File: src/rtl/uart_ram_pkg.sv
// Shared constants, state encoding and frame helpers for the UART RAM-access host.
package uart_ram_pkg;

  localparam logic [7:0] CMD_WR_DEFAULT = 8'hF0;
  localparam logic [7:0] CMD_RD_DEFAULT = 8'h0F;

  // Frame lengths in bytes: write = cmd,addr,data; read = cmd,addr.
  localparam int FRAME_LEN_WR = 3;
  localparam int FRAME_LEN_RD = 2;

  typedef enum logic [2:0] {
    ST_IDLE  = 3'd0,
    ST_LOAD  = 3'd1,
    ST_ACK   = 3'd2,
    ST_DRAIN = 3'd3,
    ST_RESP  = 3'd4,
    ST_DONE  = 3'd5
  } state_t;

  // Index of the final byte of the frame for the given request type.
  function automatic logic [1:0] last_idx(input logic write);
    return write ? 2'(FRAME_LEN_WR - 1) : 2'(FRAME_LEN_RD - 1);
  endfunction

  // Byte at position idx of the command frame.
  function automatic logic [7:0] frame_byte(input logic       write,
                                            input logic [1:0] idx,
                                            input logic [7:0] cmd_wr,
                                            input logic [7:0] cmd_rd,
                                            input logic [7:0] addr,
                                            input logic [7:0] wdata);
    case (idx)
      2'd0:    return write ? cmd_wr : cmd_rd;
      2'd1:    return addr;
      default: return wdata;
    endcase
  endfunction

endpackage

File: src/rtl/uart_ram_rsp_timer.sv
// Read-reply timeout counter: cleared while idle, counts while enabled,
// flags the last allowed cycle of the reply window.
module uart_ram_rsp_timer
  import uart_ram_pkg::*;
#(
  parameter int TIMEOUT_CYC = 50000,
  parameter int TO_W        = 16
) (
  input  logic sys_clk,
  input  logic rst,
  input  logic clear,
  input  logic enable,
  output logic expire
);

  logic [TO_W-1:0] count;

  // Count enabled cycles; clear has priority so the window restarts at zero.
  always_ff @(posedge sys_clk) begin
    if (rst || clear) begin
      count <= '0;
    end else if (enable) begin
      count <= count + TO_W'(1);
    end
  end

  assign expire = enable && (count == TO_W'(TIMEOUT_CYC - 1));

endmodule

File: src/rtl/uart_ram_host.sv
// Host-side initiator: serialises write/read requests into command frames on a
// UART TX byte interface and collects the single read reply from UART RX.
//
// state | meaning
// IDLE  | req_ready high, waiting for a request
// LOAD  | waiting for tx_busy low, then pulse tx_start with the current byte
// ACK   | waiting for the UART to raise tx_busy
// DRAIN | waiting for tx_busy low; advance byte or finish the frame
// RESP  | read only: waiting for the reply byte or the timeout
// DONE  | rsp_valid high for this single cycle
module uart_ram_host
  import uart_ram_pkg::*;
#(
  parameter logic [7:0] CMD_WR      = CMD_WR_DEFAULT,
  parameter logic [7:0] CMD_RD      = CMD_RD_DEFAULT,
  parameter int         TIMEOUT_CYC = 50000,
  parameter int         TO_W        = 16
) (
  input  logic       sys_clk,
  input  logic       rst,
  input  logic       req_valid,
  output logic       req_ready,
  input  logic       req_write,
  input  logic [7:0] req_addr,
  input  logic [7:0] req_wdata,
  output logic       rsp_valid,
  output logic [7:0] rsp_rdata,
  output logic       rsp_timeout,
  output logic       tx_start,
  output logic [7:0] tx_data,
  input  logic       tx_busy,
  input  logic       rx_valid,
  input  logic [7:0] rx_data
);

  state_t     state;
  logic       lat_write;
  logic [7:0] lat_addr;
  logic [7:0] lat_wdata;
  logic [1:0] byte_idx;
  logic [7:0] cur_byte;
  logic       timer_expire;

  assign cur_byte = frame_byte(lat_write, byte_idx, CMD_WR, CMD_RD, lat_addr, lat_wdata);

  // Timer sits at zero outside RESP, so it always starts the window from zero.
  uart_ram_rsp_timer #(
    .TIMEOUT_CYC (TIMEOUT_CYC),
    .TO_W        (TO_W)
  ) u_rsp_timer (
    .sys_clk (sys_clk),
    .rst     (rst),
    .clear   (state != ST_RESP),
    .enable  (state == ST_RESP),
    .expire  (timer_expire)
  );

  // Request sequencing FSM with registered handshake and UART outputs.
  always_ff @(posedge sys_clk) begin
    if (rst) begin
      state       <= ST_IDLE;
      req_ready   <= 1'b1;
      rsp_valid   <= 1'b0;
      rsp_rdata   <= 8'h00;
      rsp_timeout <= 1'b0;
      tx_start    <= 1'b0;
      tx_data     <= 8'h00;
      byte_idx    <= 2'd0;
      lat_write   <= 1'b0;
      lat_addr    <= 8'h00;
      lat_wdata   <= 8'h00;
    end else begin
      tx_start  <= 1'b0;
      rsp_valid <= 1'b0;
      case (state)
        ST_IDLE: begin
          if (req_valid && req_ready) begin
            lat_write   <= req_write;
            lat_addr    <= req_addr;
            lat_wdata   <= req_wdata;
            byte_idx    <= 2'd0;
            rsp_timeout <= 1'b0;
            req_ready   <= 1'b0;
            state       <= ST_LOAD;
          end
        end
        ST_LOAD: begin
          if (!tx_busy) begin
            tx_start <= 1'b1;
            tx_data  <= cur_byte;
            state    <= ST_ACK;
          end
        end
        ST_ACK: begin
          if (tx_busy) begin
            state <= ST_DRAIN;
          end
        end
        ST_DRAIN: begin
          if (!tx_busy) begin
            if (byte_idx == last_idx(lat_write)) begin
              if (lat_write) begin
                rsp_valid <= 1'b1;
                rsp_rdata <= 8'h00;
                state     <= ST_DONE;
              end else begin
                state <= ST_RESP;
              end
            end else begin
              byte_idx <= byte_idx + 2'd1;
              state    <= ST_LOAD;
            end
          end
        end
        ST_RESP: begin
          // A reply on the expiry cycle still counts as a reply.
          if (rx_valid) begin
            rsp_rdata <= rx_data;
            rsp_valid <= 1'b1;
            state     <= ST_DONE;
          end else if (timer_expire) begin
            rsp_rdata   <= 8'h00;
            rsp_timeout <= 1'b1;
            rsp_valid   <= 1'b1;
            state       <= ST_DONE;
          end
        end
        ST_DONE: begin
          req_ready <= 1'b1;
          state     <= ST_IDLE;
        end
        default: begin
          req_ready <= 1'b1;
          state     <= ST_IDLE;
        end
      endcase
    end
  end

endmodule

File: config.mk
export PLATFORM = sky130hd
export DESIGN_NAME = uart_ram_host
export DESIGN_NICKNAME = d
export VERILOG_FILES = /design/src/rtl/uart_ram_pkg.sv /design/src/rtl/uart_ram_rsp_timer.sv /design/src/rtl/uart_ram_host.sv
export SDC_FILE = /design/constraint.sdc
export NUM_CORES = 1
export LEC_CHECK = 0
export CORE_ASPECT_RATIO = 1.1
export CORE_MARGIN = 3
export CORE_UTILIZATION = 46
export DETAILED_ROUTE_END_ITERATION = 8
export PLACE_DENSITY = 0.76
export SLEW_MARGIN = 10
export SYNTH_ARGS = -nofsm -noshare
export SYNTH_HDL_FRONTEND = slang
export SYNTH_SLANG_ARGS = --single-unit
export TNS_END_PERCENT = 50
File: constraint.sdc
create_clock -name sys_clk -period 1.7 [get_ports sys_clk]
set_input_delay 0.51 -clock sys_clk [delete_from_list [all_inputs] [get_ports sys_clk]]
set_output_delay 0.51 -clock sys_clk [all_outputs]
set_load 0.005 [all_outputs]
# Yosys cells after proc, flatten, opt, wreduce, memory -nomap -nowiden
# Index checks and enable logic that the tools add are counted.
[totals]
mem_bits_rw = 0
romBits = 0
memories = 0
regBits = 58
input_bits = 30
latchBits = 0
[op_classes]
muxes = 34
n_eq_ne = 18
order_cmp = 0
addsub = 2
bitwise_logic = 3
mul = 0
shifts = 0
div_mod_pow = 0
n_reduce_logical = 17
[ops]
columns = ["cell", "n"]
rows = [
  ["$mux W8", 6],
  ["$pmux W8 S2", 2],
  ["$mux W3", 7],
  ["$ne A2 B2 Y1 const B", 9],
  ["$add A16 B1 Y16 const B", 1],
  ["$eq A16 B16 Y1 const B", 1],
  ["$pmux W3 S5", 1],
  ["$mux W1", 10],
  ["$reduce_and A5 Y1", 2],
  ["$mux W2", 4],
  ["$reduce_and A4 Y1", 2],
  ["$eq A3 B2 Y1 const B", 2],
  ["$ne A3 B3 Y1 const B", 2],
  ["$pmux W1 S2", 3],
  ["$reduce_and A2 Y1", 3],
  ["$reduce_bool A2 Y1", 3],
  ["$pmux W2 S2", 1],
  ["$reduce_or A4 Y1", 1],
  ["$eq A3 B1 Y1 const B", 1],
  ["$eq A3 B3 Y1 const B", 1],
  ["$logic_not A3 Y1", 1],
  ["$not A1 Y1", 3],
  ["$add A2 B1 Y2 const B", 1],
  ["$eq A2 B1 Y1 const B", 1],
  ["other kinds (5)", 6],
]

# Depth between registers and ports, before layout
[logic_depth]
ltp_word = 5
ltp_mapped = 7
depth_no_buf = 5

# Hierarchy
# A second synthesis with hierarchy kept.
[unflattened]
hier_cells = 291
area_unflattened_um2 = 2570.0
[modules_own_cells]
columns = ["module", "seq_area_each_um2", "n_inst", "area_each_um2", "cells_per_inst"]
rows = [
  ["uart_ram_host", 840.8, 1, 1764.2, 199],
  ["uart_ram_rsp_timer", 320.3, 1, 805.8, 92],
]

# Worst setup path before layout
# OpenSTA, ideal clock, no wires.
[synth_path]
path_type = "in2reg"
startpoint = "input port tx_busy"
endpoint = "register tx_data[5]"
path_stages = 6
setup_ps = 86
arrival_ps = 1684
slack_ps = -70
cell_sequence = "clkbuf_1 > nand2b_1 > nor3_2 > clkbuf_1 > nor2_1 > a211oi_1"
[synth_between]
elab_chain_cells = 2
[synth_lines]
columns = ["element", "line", "rtl"]
rows = [
  ["start, declared", "uart_ram_host.sv:31", "input logic tx_busy,"],
  ["$not A1 Y1 (no source line)", "n/a", ""],
  ["$reduce_and A2 Y1 (no source line)", "n/a", ""],
  ["end signal, assigned", "uart_ram_host.sv:90", "tx_data <= cur_byte;"],
  ["end, declared", "uart_ram_host.sv:30", "output logic [7:0] tx_data,"],
]
# No other way between the ends.
# A chain may end at the register's enable or synchronous reset.

# Worst setup path in the final report
[layout_path]
startpoint = "register u_rsp_timer.count[12]"
endpoint = "register rsp_rdata[5]"
[layout_between]
elab_chain_cells = 4
[layout_lines]
columns = ["element", "line", "rtl"]
rows = [
  ["start, declared", "uart_ram_rsp_timer.sv:16", "logic [TO_W-1:0] count;"],
  ["start signal, assigned", "uart_ram_rsp_timer.sv:23", "count <= count + TO_W'(1);"],
  ["$eq A16 B16 Y1", "uart_ram_rsp_timer.sv:27", "assign expire = enable && (count == TO_W'(TIMEOUT_CYC - 1));"],
  ["$logic_and A1 B1 Y1", "uart_ram_rsp_timer.sv:27", ""],
  ["$ne A3 B3 Y1 (no source line)", "n/a", ""],
  ["$reduce_and A5 Y1 (no source line)", "n/a", ""],
  ["end signal, assigned", "uart_ram_host.sv:118", "rsp_rdata <= rx_data;"],
  ["end, declared", "uart_ram_host.sv:27", "output logic [7:0] rsp_rdata,"],
]
# No other way between the ends.

==> impl_metrics.json <==
{
  "status": "finished with violations",
  "violations": "setup timing",
  "cts_max_level": 3,
  "wire_per_inst_um": 14.0,
  "die_y_um": 83.4,
  "ant_nets": 0,
  "synthMuxAreaShare": 0.00400,
  "grt_pass1_wl_um": 10100,
  "final_hold_viol_count": 0,
  "synth_xor_area_frac": 0.0350,
  "syn_to_final_growth_pct": 41.6,
  "path_cells": "or4b_4, o41ai_4, a211oi_4, a22o_1",
  "syn-instance-count": 283,
  "synth-seq-area-share": 0.464,
  "path_clk_slew_ns": 0.06,
  "vias": 2297,
  "worst_pin_slew_ns": 0.448,
  "max_stage_delay_ns": 0.56,
  "die_area_um2": 6360,
  "setup_slack_ns": -0.111,
  "grt_max_degree": 35,
  "antenna_found_initial": 0,
  "drcViolationCount": 0,
  "crit_family": "compound AO/OA/AOI/OAI gates",
  "setup_viol": 10,
  "numClockSinks": 58,
  "crit_arrival_ns": 2.02,
  "synth-edff-count": 0,
  "grtUsageTotal": 0.195,
  "drt-initial-drc-count": 119,
  "cts-root-buf": "clkbuf_8",
  "drt-vias-per-instance": 5.28,
  "diodes": 0,
  "finalMaxSlewViolations": 0,
  "nets": 391,
  "critPathBufInv": 0,
  "grt.overflow.total": 0,
  "syn-num-nets": 316,
  "cts-hold-fix-buffers": 0,
  "synth-adder-area-share": 0.0150,
  "maxSlewHeadroom": 0.699,
  "hp-class": "flip-flop to flip-flop",
  "layout-drive-gt1-share": 0.204,
  "ys_types": 52,
  "synthesis.area_um2": 2500,
  "fin_crit_ns": 1.81,
  "coreArea_um2": 5130,
  "cp_slowest_cell": "or4b_4",
  "synth_simple_gate_area_share": 0.251,
  "nFillCells": 410,
  "p_clk_frac": 0.429,
  "skew_ns": 0.00938,
  "cts_buffer_depth": 2,
  "end_kind": "flip-flop",
  "rsz0062_at_grt": "true",
  "synth_flop_cell": "dfxtp_1",
  "fp.dieW_um": 76.3,
  "holdWs_ns": 0.457,
  "io_pins": 50,
  "multi_input_area_um2": 1280,
  "crit_type": "flip-flop to flip-flop",
  "dp_hpwl_um": 4200,
  "clkLatencyLatePin_ns": 0.33,
  "p_leak_nw": 1.48,
  "intPower_mw": 2.47,
  "post-route-period-util": 1.07,
  "ys_ff_latch": 58,
  "gp_congestion": 0.829,
  "start_util": 0.488,
  "cp.required_ns": 1.91,
  "cts_tree": "yes",
  "io_buffers": 49,
  "avgSynthCellArea_um2": 8.85,
  "grt_pass1_vias": 2203,
  "ys_warn_count": 0,
  "fp-row-count": 27,
  "max_freq_mhz": 552,
  "p_switching_mw": 0.741,
  "start_kind": "flip-flop",
  "swShare": 0.231,
  "seq_power_share": 0.455,
  "drtPass1Iterations": 4,
  "cts_buffers": 9,
  "async_flop_share": 0,
  "synth_top_family_by_area": "simple AND/OR/NAND/NOR gates",
  "wirelength_um": 6080,
  "cp_max_fo": 8,
  "synth_compound_area_frac": 0.193,
  "post-route-util": 0.691,
  "power.density_nw_per_um2": 905,
  "drv_cap": 0,
  "regArea_um2": 1180,
  "ir_drop_uv": 762,
  "combPwrFrac": 0.116
}
[cells by family after synthesis]
group | after synthesis
and+or+nand+nor | 120
AOI/OAI and AO/OA | 67
DFF | 58
buffers and inverters | 24
xor gates and xnor gates | 10
adders and majority gates | 3
muxes | 1
[tightest hold or removal path, cell delays in order, from the launching register on]
cell     delay (ns)
dfxtp_1        0.31
nand2_1        0.05
a21oi_1        0.05
[final timing paths]
kind / slack (ns) / from / cells past startpoint / to
worst max-delay path: -0.11 / u_rsp_timer.count[12]$_SDFFE_PP0P_ / 4 / rsp_rdata[5]$_SDFFE_PP0P_
worst min-delay path: 0.46 / lat_addr[4]$_SDFFE_PP0P_ / 2 / lat_addr[4]$_SDFFE_PP0P_
worst max register to register: -0.11 / u_rsp_timer.count[12]$_SDFFE_PP0P_ / 4 / rsp_rdata[5]$_SDFFE_PP0P_
worst min register to register: 0.46 / lat_addr[4]$_SDFFE_PP0P_ / 2 / lat_addr[4]$_SDFFE_PP0P_
[layout make-up]
type,instances,share of cell area
Inverter,8,0.00847
Clock inverter,6,0.0226
Timing Repair Buffer,80,0.211
Multi-Input combinational cell,201,0.362
Clock buffer,10,0.0388
Tap cell,72,0.0254
Sequential cell,58,0.332
[cells in the mapped netlist, types with 3 or more instances]
cell / count / area, um^2
a211oi_1: 8 / 60.1
and3_1: 4 / 25.0
inv_1: 8 / 30.0
xor2_1: 4 / 35.0
xnor2_1: 6 / 52.6
dfxtp_1: 58 / 1160
nor4_1: 3 / 18.8
a22o_1: 8 / 70.1
a21oi_1: 26 / 130
clkbuf_1: 11 / 41.3
nand3_1: 10 / 50.1
a221oi_1: 8 / 70.1
nand2_1: 46 / 173
o21ai_0: 5 / 25.0
buf_2: 4 / 20.0
nor2_1: 24 / 90.1
ha_1: 3 / 37.5
nor3_1: 7 / 35.0
[metrics by stage]
step | area, um^2 | power (mW) | setup TNS (ns) | setup WS [ns] | cells
finish | 3550 | 3.21 | -0.749 | -0.111 | 435
detailed placement | 3260 | 1.85 | -11.85 | -0.313 | 418
CTS | 3490 | 3.24 | -0.880 | -0.116 | 435
floorplan | 2520 | 1.67 | -0.487 | -0.0396 | 283
global route | 3550 | 3.35 | -1.28 | -0.159 | 435
global placement | 3260 | 1.84 | -10.12 | -0.240 | 418
[cells in the final DEF, fill, tap and decap left out, types with 8 or more instances in the layout]
master,n
dlymetal6s2s_1,10
nand2_1,46
dfxtp_2,10
clkbuf_8,10
a22o_1,8
buf_4,31
inv_1,8
clkdlybuf4s50_1,39
a221oi_1,8
a21oi_1,26
nand3_1,9
dfxtp_1,47
a211oi_1,8
nor2_1,23
[what timing repair did]
item                       4_1_cts  5_1_grt
pin swaps                        2        5
setup endpoints to repair       11       39
setup buffers                    1        0
resized for setup                3       22
[registers in the layout, indices dropped and copies added (netlist names)]
| signal | flops |
|---|---|
| rsp_rdata | 8 |
| req_ready | 1 |
| u_rsp_timer.count | 16 |
| lat_write | 1 |
| byte_idx | 2 |
| state | 3 |
| lat_wdata | 8 |
| rsp_timeout | 1 |
| lat_addr | 8 |
| tx_start | 1 |
| tx_data | 8 |
| rsp_valid | 1 |
[metal layers]
layer | wire [um] | track usage | part of all wire | vias to the layer above
met4 | 150 | 0.0956 | 0.025 | 0
met2 | 2910 | 0.323 | 0.48 | 62
met1 | 2760 | 0.237 | 0.45 | 1051
met5 | 0 | 0 | 0 | -
li1 | - | - | - | 1168
met3 | 254 | 0.0434 | 0.042 | 16
[power by group through the flow]
stage	Sequential, mW	Clock, mW	Combinational [mW]
floorplan	1.48	0	0.191
global placement	1.49	0	0.351
detailed placement	1.49	0	0.357
CTS	1.46	1.41	0.368
global route	1.47	1.47	0.410
finish	1.46	1.38	0.371
(Power assumes the default switching activity.)
